==> src/rtl/sipo_pkg.sv <==
// Shared definitions for the serial-in/parallel-out frame controller:
// state encoding, default frame width and the one-bit shift helper.
package sipo_pkg;

  typedef enum logic [1:0] {
    ST_IDLE  = 2'd0,
    ST_SHIFT = 2'd1,
    ST_HOLD  = 2'd2
  } state_e;

  localparam int SIPO_WIDTH = 8;

  // Shifts one bit into a w-bit word carried in 32 bits; upper bits stay zero.
  function automatic logic [31:0] sipo_shift_word(input logic [31:0] word,
                                                  input logic        b,
                                                  input int          w,
                                                  input logic        msb_first);
    logic [31:0] mask;
    logic [31:0] res;
    mask = (w >= 32) ? 32'hFFFF_FFFF : ((32'd1 << w) - 32'd1);
    if (msb_first) begin
      res = ((word << 1) | {31'd0, b}) & mask;
    end else begin
      res = ((word & mask) >> 1) | ({31'd0, b} << (w - 1));
    end
    return res;
  endfunction

endpackage

==> src/rtl/sipo_shift.sv <==
// WIDTH-bit shift register; clr has priority over en and
// MSB_FIRST selects the direction new bits enter from.
module sipo_shift
  import sipo_pkg::*;
#(
  parameter int WIDTH     = SIPO_WIDTH,
  parameter int MSB_FIRST = 1
) (
  input  logic             clk,
  input  logic             rst_n,
  input  logic             clr,
  input  logic             en,
  input  logic             serial_in,
  output logic [WIDTH-1:0] q
);

  logic [WIDTH-1:0] q_q;
  logic [WIDTH-1:0] q_d;

  // Next shift-register contents
  always_comb begin
    q_d = q_q;
    if (clr) begin
      q_d = '0;
    end else if (en) begin
      q_d = WIDTH'(sipo_shift_word(32'(q_q), serial_in, WIDTH, MSB_FIRST != 0));
    end else begin
      q_d = q_q;
    end
  end

  // Shift-register state
  always_ff @(posedge clk or negedge rst_n) begin
    if (!rst_n) begin
      q_q <= '0;
    end else begin
      q_q <= q_d;
    end
  end

  assign q = q_q;

endmodule

==> src/rtl/sipo_frame_ctrl.sv <==
// Frame controller: collects WIDTH serial bits after a start strobe, presents
// the word with a valid/ready handshake and flags starts that arrive too early.
module sipo_frame_ctrl
  import sipo_pkg::*;
#(
  parameter int WIDTH     = SIPO_WIDTH,
  parameter int MSB_FIRST = 1
) (
  input  logic             clk,
  input  logic             rst_n,
  input  logic             start,
  input  logic             bit_en,
  input  logic             serial_in,
  output logic [WIDTH-1:0] data_out,
  output logic             data_valid,
  input  logic             data_ready,
  output logic             busy,
  output logic             overrun,
  input  logic             overrun_clr
);

  localparam int CNT_W = $clog2(WIDTH);
  localparam logic [CNT_W-1:0] CNT_LAST = CNT_W'(WIDTH - 1);

  state_e           state_q, state_d;
  logic [CNT_W-1:0] cnt_q, cnt_d;
  logic [WIDTH-1:0] dout_q, dout_d;
  logic             valid_q, valid_d;
  logic             ovr_q, ovr_d;
  logic             ovr_set;
  logic             sh_clr;
  logic             sh_en;
  logic [WIDTH-1:0] sh_q;
  logic [WIDTH-1:0] word_nxt;

  sipo_shift #(
    .WIDTH     (WIDTH),
    .MSB_FIRST (MSB_FIRST)
  ) u_shift (
    .clk       (clk),
    .rst_n     (rst_n),
    .clr       (sh_clr),
    .en        (sh_en),
    .serial_in (serial_in),
    .q         (sh_q)
  );

  // The final bit is folded in here so data_out loads on the same edge it is sampled.
  assign word_nxt = WIDTH'(sipo_shift_word(32'(sh_q), serial_in, WIDTH, MSB_FIRST != 0));

  // Next-state, counter, handshake and overrun-set decode
  always_comb begin
    state_d = state_q;
    cnt_d   = cnt_q;
    dout_d  = dout_q;
    valid_d = valid_q;
    ovr_set = 1'b0;
    sh_clr  = 1'b0;
    sh_en   = 1'b0;
    case (state_q)
      ST_IDLE: begin
        if (start) begin
          state_d = ST_SHIFT;
          cnt_d   = '0;
          sh_clr  = 1'b1;
        end else begin
          state_d = ST_IDLE;
        end
      end
      ST_SHIFT: begin
        ovr_set = start;
        if (bit_en) begin
          sh_en = 1'b1;
          if (cnt_q == CNT_LAST) begin
            dout_d  = word_nxt;
            valid_d = 1'b1;
            state_d = ST_HOLD;
            cnt_d   = '0;
          end else begin
            cnt_d = cnt_q + {{(CNT_W-1){1'b0}}, 1'b1};
          end
        end else begin
          cnt_d = cnt_q;
        end
      end
      ST_HOLD: begin
        if (data_ready) begin
          valid_d = 1'b0;
          // Start alongside the transfer opens the next frame with no idle cycle.
          if (start) begin
            state_d = ST_SHIFT;
            cnt_d   = '0;
            sh_clr  = 1'b1;
          end else begin
            state_d = ST_IDLE;
          end
        end else begin
          ovr_set = start;
        end
      end
      default: begin
        state_d = ST_IDLE;
        cnt_d   = '0;
        valid_d = 1'b0;
        sh_clr  = 1'b1;
      end
    endcase
  end

  // Sticky overrun: a set in the same cycle as a clear wins
  always_comb begin
    if (ovr_set) begin
      ovr_d = 1'b1;
    end else if (overrun_clr) begin
      ovr_d = 1'b0;
    end else begin
      ovr_d = ovr_q;
    end
  end

  // Control and output registers
  always_ff @(posedge clk or negedge rst_n) begin
    if (!rst_n) begin
      state_q <= ST_IDLE;
      cnt_q   <= '0;
      dout_q  <= '0;
      valid_q <= 1'b0;
      ovr_q   <= 1'b0;
    end else begin
      state_q <= state_d;
      cnt_q   <= cnt_d;
      dout_q  <= dout_d;
      valid_q <= valid_d;
      ovr_q   <= ovr_d;
    end
  end

  assign data_out   = dout_q;
  assign data_valid = valid_q;
  assign overrun    = ovr_q;
  assign busy       = (state_q != ST_IDLE);

endmodule

==> config.mk <==
export PLATFORM = sky130hd
export DESIGN_NAME = sipo_frame_ctrl
export DESIGN_NICKNAME = d
export VERILOG_FILES = /design/src/rtl/sipo_pkg.sv /design/src/rtl/sipo_shift.sv /design/src/rtl/sipo_frame_ctrl.sv
export SDC_FILE = /design/constraint.sdc
export NUM_CORES = 1
export LEC_CHECK = 0
export CORE_ASPECT_RATIO = 1.4
export CORE_UTILIZATION = 55
export DETAILED_ROUTE_END_ITERATION = 12
export HOLD_SLACK_MARGIN = 0.12
export PLACE_DENSITY_LB_ADDON = 0.05
export SYNTH_ARGS = -nofsm -noshare
export SYNTH_HDL_FRONTEND = slang
export SYNTH_HIERARCHICAL = 1
export SYNTH_SLANG_ARGS = --single-unit
==> constraint.sdc <==
create_clock -name clk -period 3.08 [get_ports clk]
set_input_delay 0.308 -clock clk [delete_from_list [all_inputs] [get_ports clk]]
set_output_delay 0.308 -clock clk [all_outputs]
set_load 0.02 [all_outputs]
; Word level (Yosys, flattened, before mapping)
; Index checks and enable logic that the tools add are counted.
[classes]
add_sub_neg = 1
eq_ne = 6
mux = 25
n_bitwise = 2
n_reduce_logical = 8
[op_table]
columns = op, count
row1 = 7-bit 2-to-1 mux, 2
row2 = 3-bit 2-to-1 mux, 4
row3 = 1-bit 2-to-1 mux, 11
row4 = 3-bit one-hot mux with 3 select lines, 1
row5 = 8-bit by 1-bit bitwise OR with 8-bit output, 1
row6 = 2-bit 2-to-1 mux, 3
row7 = 2-bit inequality test (second input constant), 3
row8 = 1-bit one-hot mux with 3 select lines, 2
row9 = 2-bit one-hot mux with 3 select lines, 1
row10 = 3-bit AND reduction, 2
row11 = 2-bit nonzero test, 3
row12 = 4-bit AND reduction, 1
row13 = 3-bit by 1-bit adder with 3-bit output (second input constant), 1
row14 = 3-bit == test (second input constant), 1
row15 = 2-bit by 1-bit == test with 1-bit output (second input constant), 1
row16 = 2-bit == test (second input constant), 1
row17 = 2-bit zero test, 1
row18 = 1-bit one-hot mux with 2 select lines, 1
row19 = 2-bit AND reduction, 1
row20 = 1-bit NOT, 1
[totals]
ff_bits = 22
input_bits = 7
out_inout_bits = 11
word_cells = 48

; Logic depth before layout (Yosys ltp)
[logic_depth]
depth_word = 4
depth_mapped = 6
depth_no_buf = 5

; Hierarchy
; The synthesis kept the hierarchy.
[modules_own_cells]
columns = module, n_inst, cells_per_inst, area_per_inst_um2, seq_area_each_um2
row1 = sipo_frame_ctrl, 1, 63, 777.0, 375.4
row2 = sipo_shift, 1, 26, 325.3, 200.2

; Worst setup path before layout
; Ideal clock, no wire load.
[synth_path]
path_kind = register to register
from = register state_q[0]
to = register cnt_q[0]
setup_ns = 0.128
t_arrival_ns = 1.422
t_required_ns = 2.952
setup_slack_ns = 1.531
path_stages_with_launch = 6
path_cell_list = dfrtp_1 -> inv_1 -> ha_1 -> a21boi_1 -> a221oi_4 -> mux2_1
[synth_via]
elab_chain_len = 3
word_cells_on_any_way = 7
classes_between = eq/ne: 4 / mux: 1 / reduce/logical: 2
[synth_rtl]
columns = element, line_no
row1 = start: declaration, sipo_frame_ctrl.sv:25  ; state_e state_q, state_d;
row2 = start signal: assignment, sipo_frame_ctrl.sv:130  ; state_q <= state_d;
row3 = 2-bit == test / 2-bit by 1-bit == test with 1-bit output (equally long branches), sipo_frame_ctrl.sv:60  ; case (state_q)
row4 = 2-bit inequality test (no line), -
row5 = 2-bit AND reduction (no line), -
row6 = end signal: assignment, sipo_frame_ctrl.sv:131  ; cnt_q <= cnt_d;
row7 = end: declaration, sipo_frame_ctrl.sv:26  ; logic [CNT_W-1:0] cnt_q, cnt_d;
; Parallel ways exist; a longest one is shown, timed or not.
; A chain may end at the register's enable or synchronous reset.

; Final worst setup path
[layout_path]
from = register state_q[0]
to = output port busy
[layout_via]
elab_chain_len = 1
[layout_rtl]
columns = element, line_no
row1 = 2-bit nonzero test, sipo_frame_ctrl.sv:141  ; assign busy = (state_q != ST_IDLE);
row2 = end: declaration, sipo_frame_ctrl.sv:17  ; output logic busy,
; No other way between the ends.

==> impl_metrics.toml <==
[worst_setup_path]
critical_path_arrival_ns = 1.85
crit_required_ns = 2.77
worstSetupPathType = "reg -> out"
cp_top_family = "buffers and inverters"
cpPeakStageDelay_ns = 0.60
cp.buffers_inverters = 3
start_kind = "flop"
crit_chain = "inv_1, ha_1, inv_1, clkdlybuf4s50_1"
cp_slowest_cell = "clkdlybuf4s50_1"
cp_common_cell = "inv_1"
worst-path-max-fanout = 6
end_kind = "primary output"

[finish]
layout_common_cells = "22 x dfrtp_1, 17 x clkdlybuf4s50_1, 9 x mux2i_1, 8 x nor2_1, 8 x ha_1"
area_growth_pct = 20.4
diodes = 0
finalNetCount = 121
drive_above_1_share = 0.114
fin_util = 0.719
final_common_cell = "dfrtp_1"

[floorplanning]
rows = 18
die_h_microns = 54.0
ios = 18
die-area_sq_mm = 0.00212
floorplan.initialDensity = 0.598
core_sq_mm = 0.00178
die_w_microns = 39.2

[global_routing]
grt_pass1_vias = 698
grt_pass1_wl_mm = 3.02
grt_overflow_total = 0
grt_max_degree = 23
grt_usage = 0.211
antenna_found_initial = 0

[sta]
rsz0062_at_grt = "false"
hold_viol_final = 0
setup_viol = 0
tns_ns = 0
clock_skew_ns = 0.00459
max_freq_mhz = 464
slew_violations = 0
fin_crit_ns = 2.15
worstMarginPinSlew_ns = 0.955
relSlewSlack = 0.361
period_share = 0.700

[pwr]
irDropWorstVdd_uv = 474
powerDensity_mw_per_mm2 = 548
p_leak_uw = 0.000630
total_power_uw = 701

[clock_network]
cts.repair.resized = 0
cts.path.max_buffers = 2
clock_sink_count = 22
clockRootBuffer = "clkbuf_4"
clk_latency_ns = 0.30
cts.clk_slew.worst_paths_ns = 0.12
numCtsBuffers = 3
ctsHoldBuffers = 0
htree_num_levels = 1
cts_tree = "yes"
cts_setup_buffers = 0

[detailed_routing]
via_per_inst = 5.34
wl_per_cell_microns = 13.6
vias = 668
dr.pass1.iters = 4
antenna_left = 0
drc_errors = 0
wl_mm = 1.70
drtIter0Drc = 20

[run]
cap_violations = 0

[yosys]
yosysWarnings = 6
netlist_instances = 86
syn-cell-area_sq_mm = 0.00106
syn_nets = 101
synth.avg_cell_area_sq_um = 12.4

[status]
outcome = "completed"

[placed_design]
gp_congestion = 0.688
io_buffers = 17
post-dp-hpwl_mm = 1.29

[worst_hold_path]
hp-class = "reg -> reg"
metal layers:
layer / GRT usage / vias up / share of wire
li1: - / 327 / -
met1: 0.246 / 325 / 0.40
met2: 0.367 / 14 / 0.56
met3: 0.0289 / 2 / 0.032
met4: 0.103 / 0 / 0.0083
met5: 0 / - / 0
area by class of cell:
| type | instances | area, sq um |
|---|---|---|
| Fill cell | 150 | 499 |
| Inverter | 8 | 30.0 |
| Tap cell | 20 | 25.0 |
| Timing Repair Buffer | 17 | 170 |
| Multi-Input combinational cell | 54 | 468 |
| Sequential cell | 22 | 551 |
| Clock buffer | 4 | 36.3 |
state kept, by name, summed over array words and instances (netlist names):
signal,cells
state_q,2
data_valid,1
cnt_q,3
overrun,1
u_shift/q,7
data_out,8
stage by stage:
stage | instance area [sq um] | cells | setup WS, ns | hold slack (ns)
CTS | 1280 | 125 | 0.897 | 0.509
finish | 1280 | 125 | 0.925 | 0.502
detailed placement | 1240 | 121 | 1.11 | 0.482
floorplan | 1060 | 86 | 1.53 | 0.0124
global placement | 1240 | 121 | 1.18 | 0.474
global route | 1280 | 125 | 0.809 | 0.535
power breakdown:
group,internal (uW),switching [uW]
Sequential,316,24.1
Clock,72.1,81.5
Combinational,95.0,113
path summary, 6_finish.rpt:
path / start / to / slack [ns] / cells past startpoint
setup / recovery: state_q[0] / busy / 0.93 / 4
hold / removal: data_out[2] / data_out[2] / 0.50 / 1
setup reg to reg: state_q[1] / data_out[1] / 1.23 / 5
hold reg to reg: data_out[2] / data_out[2] / 0.50 / 1
max in group asynchronous: rst_n / data_out[0] / 1.97 / 1
min in group asynchronous: rst_n / overrun / 0.53 / 1
Note: power is estimated with default switching activity, not from simulation.
